==> config.mk <==
export PLATFORM = sky130hd
export DESIGN_NAME = addr_reg_bank
export DESIGN_NICKNAME = d
export VERILOG_FILES = /design/src/rtl/addr_reg_bank_pkg.sv /design/src/rtl/addr_reg_chan.sv /design/src/rtl/addr_reg_bank.sv
export SDC_FILE = /design/constraint.sdc
export NUM_CORES = 1
export LEC_CHECK = 0
export ABC_AREA = 1
export BUFFER_PORTS_ARGS = -buffer_cell sky130_fd_sc_hd__buf_2
export CAP_MARGIN = 20
export CORE_ASPECT_RATIO = 0.5
export CORE_MARGIN = 1.5
export CORE_UTILIZATION = 41
export CTS_CLUSTER_SIZE = 8
export DETAILED_ROUTE_END_ITERATION = 10
export PLACE_DENSITY = 0.58
export SLEW_MARGIN = 40
export SYNTH_ARGS = -nofsm -noshare
export SYNTH_HDL_FRONTEND = slang
export SYNTH_SLANG_ARGS = --single-unit
==> constraint.sdc <==
create_clock -name clk -period 1.7 [get_ports clk]
set_input_delay 0.255 -clock clk [delete_from_list [all_inputs] [get_ports clk]]
set_output_delay 0.255 -clock clk [all_outputs]
set_load 0.02 [all_outputs]
==> src/rtl/addr_reg_bank_pkg.sv <==
// Shared constants for the address register bank: bus width and the
// default move-bus codes of the address register channels.
package addr_reg_bank_pkg;

    localparam int unsigned DATA_WIDTH = 8;

    localparam logic [3:0] AR0 = 4'h8;
    localparam logic [3:0] AR1 = 4'h9;
    localparam logic [3:0] AR2 = 4'hA;
    localparam logic [3:0] AR3 = 4'hB;

    function automatic logic [3:0] chan_code(input logic [3:0] base, input int unsigned ch);
        return base + 4'(ch);
    endfunction

    // Byte counters need at least one bit even when a channel is a single byte.
    function automatic int unsigned idx_width(input int unsigned n);
        return (n > 1) ? $clog2(n) : 1;
    endfunction

endpackage

==> src/rtl/addr_reg_chan.sv <==
// One address register channel: MS-first byte staging with atomic commit,
// snapshot-coherent MS-first readback and post-increment.
module addr_reg_chan
    import addr_reg_bank_pkg::*;
#(
    parameter int unsigned        DATA_W     = DATA_WIDTH,
    parameter int unsigned        ADDR_W     = 16,
    parameter logic [ADDR_W-1:0]  RESET_ADDR = '0
) (
    input  logic              clk,
    input  logic              rst,
    input  logic              wr_en,
    input  logic              rd_en,
    input  logic [DATA_W-1:0] wr_data,
    input  logic              inc,
    output logic [ADDR_W-1:0] addr,
    output logic              ld_busy,
    output logic [DATA_W-1:0] rd_data
);

    localparam int unsigned NBYTES = ADDR_W / DATA_W;
    localparam int unsigned IDX_W  = idx_width(NBYTES);
    localparam logic [IDX_W-1:0] LAST_IDX = IDX_W'(NBYTES - 1);

    logic [ADDR_W-1:0] addr_q, addr_d;
    logic [ADDR_W-1:0] stage_q, stage_d;
    logic [ADDR_W-1:0] snap_q, snap_d;
    logic [IDX_W-1:0]  wr_idx_q, wr_idx_d;
    logic [IDX_W-1:0]  rd_idx_q, rd_idx_d;
    logic              commit;
    logic [ADDR_W-1:0] rd_src;
    logic [DATA_W-1:0] rd_byte;

    // Write side: the committed value is the staged bytes with this byte as LS.
    always_comb begin
        stage_d  = stage_q;
        wr_idx_d = wr_idx_q;
        commit   = 1'b0;
        if (wr_en) begin
            for (int b = 0; b < NBYTES; b++) begin
                if (wr_idx_q == IDX_W'(b)) begin
                    stage_d[(NBYTES-1-b)*DATA_W +: DATA_W] = wr_data;
                end
            end
            if (wr_idx_q == LAST_IDX) begin
                commit   = 1'b1;
                wr_idx_d = '0;
            end else begin
                wr_idx_d = wr_idx_q + IDX_W'(1);
            end
        end
    end

    // Commit beats increment.
    always_comb begin
        addr_d = addr_q;
        if (commit) begin
            addr_d = stage_d;
        end else if (inc) begin
            addr_d = addr_q + ADDR_W'(1);
        end
    end

    // Read side: first byte from the live value, the rest from the snapshot.
    always_comb begin
        rd_src  = (rd_idx_q == '0) ? addr_q : snap_q;
        rd_byte = '0;
        for (int b = 0; b < NBYTES; b++) begin
            if (rd_idx_q == IDX_W'(b)) begin
                rd_byte = rd_src[(NBYTES-1-b)*DATA_W +: DATA_W];
            end
        end
        snap_d   = snap_q;
        rd_idx_d = rd_idx_q;
        if (rd_en) begin
            if (rd_idx_q == '0) begin
                snap_d = addr_q;
            end
            rd_idx_d = (rd_idx_q == LAST_IDX) ? '0 : rd_idx_q + IDX_W'(1);
        end
    end

    always_ff @(posedge clk) begin
        if (rst) begin
            addr_q   <= RESET_ADDR;
            stage_q  <= '0;
            snap_q   <= '0;
            wr_idx_q <= '0;
            rd_idx_q <= '0;
        end else begin
            addr_q   <= addr_d;
            stage_q  <= stage_d;
            snap_q   <= snap_d;
            wr_idx_q <= wr_idx_d;
            rd_idx_q <= rd_idx_d;
        end
    end

    assign addr    = addr_q;
    assign ld_busy = (wr_idx_q != '0);
    assign rd_data = rd_en ? rd_byte : '0;

endmodule

==> src/rtl/addr_reg_bank.sv <==
// Bank of NUM_CH byte-loadable address registers on the 8-bit move bus;
// channel i answers to bus code BASE_CODE+i as destination and source.
module addr_reg_bank
    import addr_reg_bank_pkg::*;
#(
    parameter int unsigned        DATA_W     = DATA_WIDTH,
    parameter int unsigned        ADDR_W     = 16,
    parameter int unsigned        NUM_CH     = 2,
    parameter logic [3:0]         BASE_CODE  = AR0,
    parameter logic [ADDR_W-1:0]  RESET_ADDR = '0
) (
    input  logic                     clk,
    input  logic                     rst,
    input  logic [DATA_W-1:0]        addr_bus,
    input  logic [DATA_W-1:0]        data_bus_in,
    output logic [DATA_W-1:0]        data_bus_out,
    input  logic [NUM_CH-1:0]        inc,
    output logic [NUM_CH*ADDR_W-1:0] addr_out,
    output logic [NUM_CH-1:0]        ld_busy
);

    logic [3:0]        dst_code;
    logic [3:0]        src_code;
    logic [DATA_W-1:0] rd_bytes [NUM_CH];

    assign dst_code = addr_bus[3:0];
    assign src_code = addr_bus[7:4];

    for (genvar i = 0; i < NUM_CH; i++) begin : g_ch
        addr_reg_chan #(
            .DATA_W     (DATA_W),
            .ADDR_W     (ADDR_W),
            .RESET_ADDR (RESET_ADDR)
        ) u_chan (
            .clk     (clk),
            .rst     (rst),
            .wr_en   (dst_code == chan_code(BASE_CODE, i)),
            .rd_en   (src_code == chan_code(BASE_CODE, i)),
            .wr_data (data_bus_in),
            .inc     (inc[i]),
            .addr    (addr_out[i*ADDR_W +: ADDR_W]),
            .ld_busy (ld_busy[i]),
            .rd_data (rd_bytes[i])
        );
    end

    // Only one channel can be sourced, the others drive zero.
    always_comb begin
        data_bus_out = '0;
        for (int i = 0; i < NUM_CH; i++) begin
            data_bus_out = data_bus_out | rd_bytes[i];
        end
    end

endmodule

* Word-level counts from Yosys, hierarchy flattened
Cells that the tools add are included.
** Cells by class
- Bitwise logic cells :: 1
- Eq/ne operators :: 4
- Reduce and logical (&&, ||, !) cells :: 2
- Mux-type cells :: 24
- Add/sub/neg operators :: 6
** Operators with widths (number)
- 2-to-1 mux 16 bit :: 8
- 2-to-1 mux 8 bit :: 8
- adder 16 x 1 -> 16 bit (second input constant) :: 2
- == test 4 bit (second input constant) :: 4
- 2-to-1 mux 1 bit :: 8
- OR 8 bit :: 1
- adder 1 bit (second input constant) :: 4
- nonzero test 2 bit :: 2
** Storage, ports and cells
- Output and inout bits :: 42
- Register bits after elaboration :: 100

* Logic depth before layout (Yosys ltp)
- Depth after elaboration :: 4
- Mapped depth :: 10
- Mapped depth without buffers :: 10

* Hierarchy
A second synthesis with hierarchy kept.
** Second synthesis, totals
- Cells, all modules :: 608
- Area, all modules :: 3991.3 sq um
** By module, submodules not included
- addr_reg_chan :: area each 1940.6 sq um, times used 2, cells each 292, seq. area each 680.7 sq um
- addr_reg_bank :: area each 110.1 sq um, times used 1, cells each 24, seq. area each 0.0 sq um

* Worst setup path after synthesis
Ideal clock, no wire load.
- Kind :: reg2reg
- From :: register g_ch[0].u_chan.addr_q[1]
- To :: register g_ch[0].u_chan.addr_q[10]
- Buffers on the path :: 0
- Data required time :: 1.570 ns
- Cell stages (with the launch flop) :: 9
- Slack :: 0.220 ns
- Library setup time :: 0.130 ns
- Period minus slack after synthesis :: 1.480 ns
- Data arrival time :: 1.350 ns
- Cell sequence :: dfxtp_1 > ha_1 > nand3_1 > nor2_4 > nand2_1 > inv_1 > nand3_1 > nand3_1 > a21oi_1
** On the way
- Longest elaborated chain between the ends :: 3
** RTL lines
- start: declaration :: line addr_reg_chan.sv:25 : logic [ADDR_W-1:0] addr_q, addr_d;
- start signal: assignment :: line addr_reg_chan.sv:91 : addr_q <= addr_d;
- adder 16 x 1 -> 16 bit :: line addr_reg_chan.sv:60 : addr_d = addr_q + ADDR_W'(1);
- 2-to-1 mux 16 bit :: line addr_reg_chan.sv:59 : end else if (inc) begin
- 2-to-1 mux 16 bit :: line addr_reg_chan.sv:57 : if (commit) begin
No other way between the ends. The select of a mux whose other input is x is not followed.
A chain may end at the register's enable or synchronous reset.

* Worst setup path after layout
- From :: register g_ch[1].u_chan.rd_idx_q
- To :: output data_bus_out[0]
** On the way
- Longest elaborated chain between the ends :: 4
** RTL lines
- start: declaration :: line addr_reg_chan.sv:29 : logic [IDX_W-1:0] rd_idx_q, rd_idx_d;
- start signal: assignment :: line addr_reg_chan.sv:95 : rd_idx_q <= rd_idx_d;
- 2-to-1 mux 16 bit
- 2-to-1 mux 8 bit * :: line addr_reg_chan.sv:69 : if (rd_idx_q == IDX_W'(b)) begin
- 2-to-1 mux 8 bit * :: line addr_reg_chan.sv:101 : assign rd_data = rd_en ? rd_byte : '0;
- OR 8 bit * :: line addr_reg_bank.sv:51 : data_bus_out = data_bus_out | rd_bytes[i];
- end: declaration :: line addr_reg_bank.sv:16 : output logic [DATA_W-1:0] data_bus_out,
Every way passes the cells marked *; elsewhere a longest branch is shown, timed or not.

==> flow_metrics.env <==
export IMPL_clock_tree_buffer_depth=2
export IMPL_dr_pass1_iters=5
export IMPL_final_common_cell="nand2_1"
export IMPL_vias_per_cell=5.06
export IMPL_synth_async_reset_ratio_pct=0
export IMPL_core_area_um2=8830
export IMPL_tritoncts="built"
export IMPL_synthAdderAreaFrac_pct=0.663
export IMPL_grt_pass1_wl_mm=18.5
export IMPL_power_density_nw_per_um2=846
export IMPL_worst_hold_slack_ps=221
export IMPL_finish_utilization_pct=51.2
export IMPL_tns_ps=0
export IMPL_postSynthAreaPerCell_um2=6.53
export IMPL_leakagePower_uw=0.00205
export IMPL_fin_skew_ps=6.07
export IMPL_muxShareOfSynthArea_pct=0
export IMPL_die_area_um2=9820
export IMPL_yosysWarnings=0
export IMPL_rows=24
export IMPL_dieWidth_um=139
export IMPL_worstMarginPinSlew_ps=409
export IMPL_first_global_vias=3483
export IMPL_crit_slowest_cell="dfxtp_1"
export IMPL_initial_core_util_pct=42.7
export IMPL_syn_inst=578
export IMPL_dp_hpwl_mm=8.56
export IMPL_cts_buffers=9
export IMPL_drive_above_1_share_pct=19.9
export IMPL_grt_use_total_pct=24.2
export IMPL_seq_area_frac_synth_pct=36.1
export IMPL_syn_to_final_growth_pct=19.8
export IMPL_num_vias=3869
export IMPL_layout_common_cells="nand2_1, inv_1, dfxtp_1, nor2_1, buf_2"
export IMPL_path_delay_family="buffers and inverters"
export IMPL_fp_dieH_um=70.8
export IMPL_wire_per_inst_um=14.8
export IMPL_path_cells="nor2_2 > buf_4 > nand2_1 > nand4_1 > buf_2"
export IMPL_synth_edf_count=0
export IMPL_clkLatencyLatePin_ps=330
export IMPL_synth_ff_type="dfxtp_1"
export IMPL_port_buffers=61
export IMPL_synthDistinctLibCells=34
export IMPL_cts_root_buf="clkbuf_16"
export IMPL_finalNetCount=665
export IMPL_post_route_drc_count=0
export IMPL_fin_crit_ps=1600
export IMPL_maxCapViolCount=0
export IMPL_outcome="complete, no violations"
export IMPL_clk_pin_slew_worst_paths_ps=60
export IMPL_gp_congestion=0.888
export IMPL_rsz0062_at_grt="no"
export IMPL_finalCritPeriodShare_pct=94.2
export IMPL_synth_top_family_by_area="simple AND/OR/NAND/NOR gates"
export IMPL_critPathArrivalTime_ps=1350
export IMPL_grt_overflow=0
export IMPL_max_freq_mhz=625
export IMPL_io_pins=62
export IMPL_cp_start_kind="flip-flop"
export IMPL_clock_sinks=68
export IMPL_worstSetupEndpointType="output pin"
export IMPL_grt_max_degree=31
export IMPL_yosys_area_share_simple_pct=34.1
export IMPL_hp_class="in2reg"
export IMPL_cts_setup_buffers=0
export IMPL_timing_slew_headroom_pct=72.8
export IMPL_setup_viol_count_final=0
export IMPL_wl_mm=11.3
export IMPL_worst_path_max_fanout=21
export IMPL_critPathKind="reg2out"
export IMPL_slowest_delay_ps=330
export IMPL_cts_htree_levels=3
export IMPL_drt_iter0_markers=340
export IMPL_postRouteAntennaNets=0
export IMPL_synth_compound_area_share_pct=14.9
export IMPL_syn_cell_area_um2=3770
export IMPL_hold_viol=0
export IMPL_n_antenna_cell=0
export IMPL_worst_path_buf_inv=2
export IMPL_cp_required_ps=1440
export IMPL_synth_xor_area_share_pct=1.86
export IMPL_antenna_found_initial=0
export IMPL_syn_nets=600
export IMPL_ys_ff_latch=68
export IMPL_final_max_slew_viol_count=0
export IMPL_vdd_drop_max_mv=0.620
[sequential cells by signal, indices dropped and copies added (netlist names)]
register              count
g_ch.u_chan.rd_idx_q      2
g_ch.u_chan.addr         32
g_ch.u_chan.snap_q       16
g_ch.u_chan.ld_busy       2
g_ch.u_chan.stage_q      16
[metal layers]
metal / wire length (um) / vias up / share of wire [%] / GRT usage, %
met5: 0 / - / 0 / 0
met4: 161 / 0 / 1.4 / 6.25
met3: 791 / 15 / 7.0 / 6.23
met2: 4690 / 125 / 41 / 35.9
met1: 5700 / 1767 / 50 / 35.1
li1: - / 1962 / - / -
[area by class of cell]
class,count,area [um^2]
fillers,960,4310
repair buffers,82,475
flip-flops and latches,68,1360
clock buffers,12,256
inverters,76,287
clock inverters,4,47.5
well taps,117,146
multi-input cells,406,1940
[report_power, final]
part	switching [uW]	internal (uW)	total, uW
sequential	24.9	1630	1660
clock	693	1210	1900
combinational	174	86.6	260
[tightest hold or removal path: cells and delay by family]
family	cells	cell delay [ps]
simple gates	1	60
compound gates	1	60
buf+inv	1	130
[path summary, 6_finish.rpt]
check                                              from                                    end  slack [ps]  cells past startpoint
setup / recovery   g_ch[1].u_chan.rd_idx_q$_SDFFE_PP0N_                        data_bus_out[0]         100                      5
hold / removal                           data_bus_in[5]    g_ch[0].u_chan.addr[5]$_SDFFE_PP0P_         220                      3
setup reg to reg    g_ch[0].u_chan.addr[2]$_SDFFE_PP0P_   g_ch[0].u_chan.addr[13]$_SDFFE_PP0P_         200                      7
hold reg to reg   g_ch[1].u_chan.stage_q[11]$_SDFF_PP0_  g_ch[1].u_chan.stage_q[11]$_SDFF_PP0_         460                      2
[cells by family (layout without fill, tap and decap cells)]
group | after synthesis | after routing
compound gates | 102 | 102
xor+xnor | 8 | 8
fa+ha+maj | 2 | 2
buf+inv | 104 | 174
flops | 68 | 68
simple gates | 294 | 294
[Yosys cell counts, types with 3 or more instances]
master	n	share of area [%]
a21oi_1	36	4.8
a31oi_1	3	0.50
buf_2	7	0.93
buf_4	6	1.2
buf_6	6	1.8
clkbuf_1	8	0.80
dfxtp_1	68	36
inv_1	72	7.2
inv_2	3	0.30
nand2_1	146	15
nand2_2	6	1.0
nand3_1	42	5.6
nand4_1	9	1.5
nor2_1	66	6.6
nor2_2	6	1.0
nor2_4	5	1.5
nor3_1	8	1.1
o21ai_0	49	6.5
o21ai_2	3	0.70
o21bai_1	3	0.60
xnor2_1	4	0.93
xor2_1	4	0.93
[through the flow]
stage | cell area (um^2) | worst slack (ps) | power, uW | std cells
final | 4520 | 99.0 | 3820 | 765
after global routing | 4520 | 3.78 | 3980 | 765
after CTS | 4520 | 75.5 | 3850 | 765
after detailed placement | 4210 | 124 | 1950 | 749
after global placement | 4210 | 156 | 1950 | 749
after floorplan | 3770 | 220 | 1850 | 578
[timing repair]
action | 4_1_cts | 5_1_grt
gates resized for setup | 0 | 1
endpoints found under the hold margin | 0 | 0
endpoints found under the setup margin | 0 | 6
hold buffers | 0 | 0
Power figures use the tool's default switching activity.
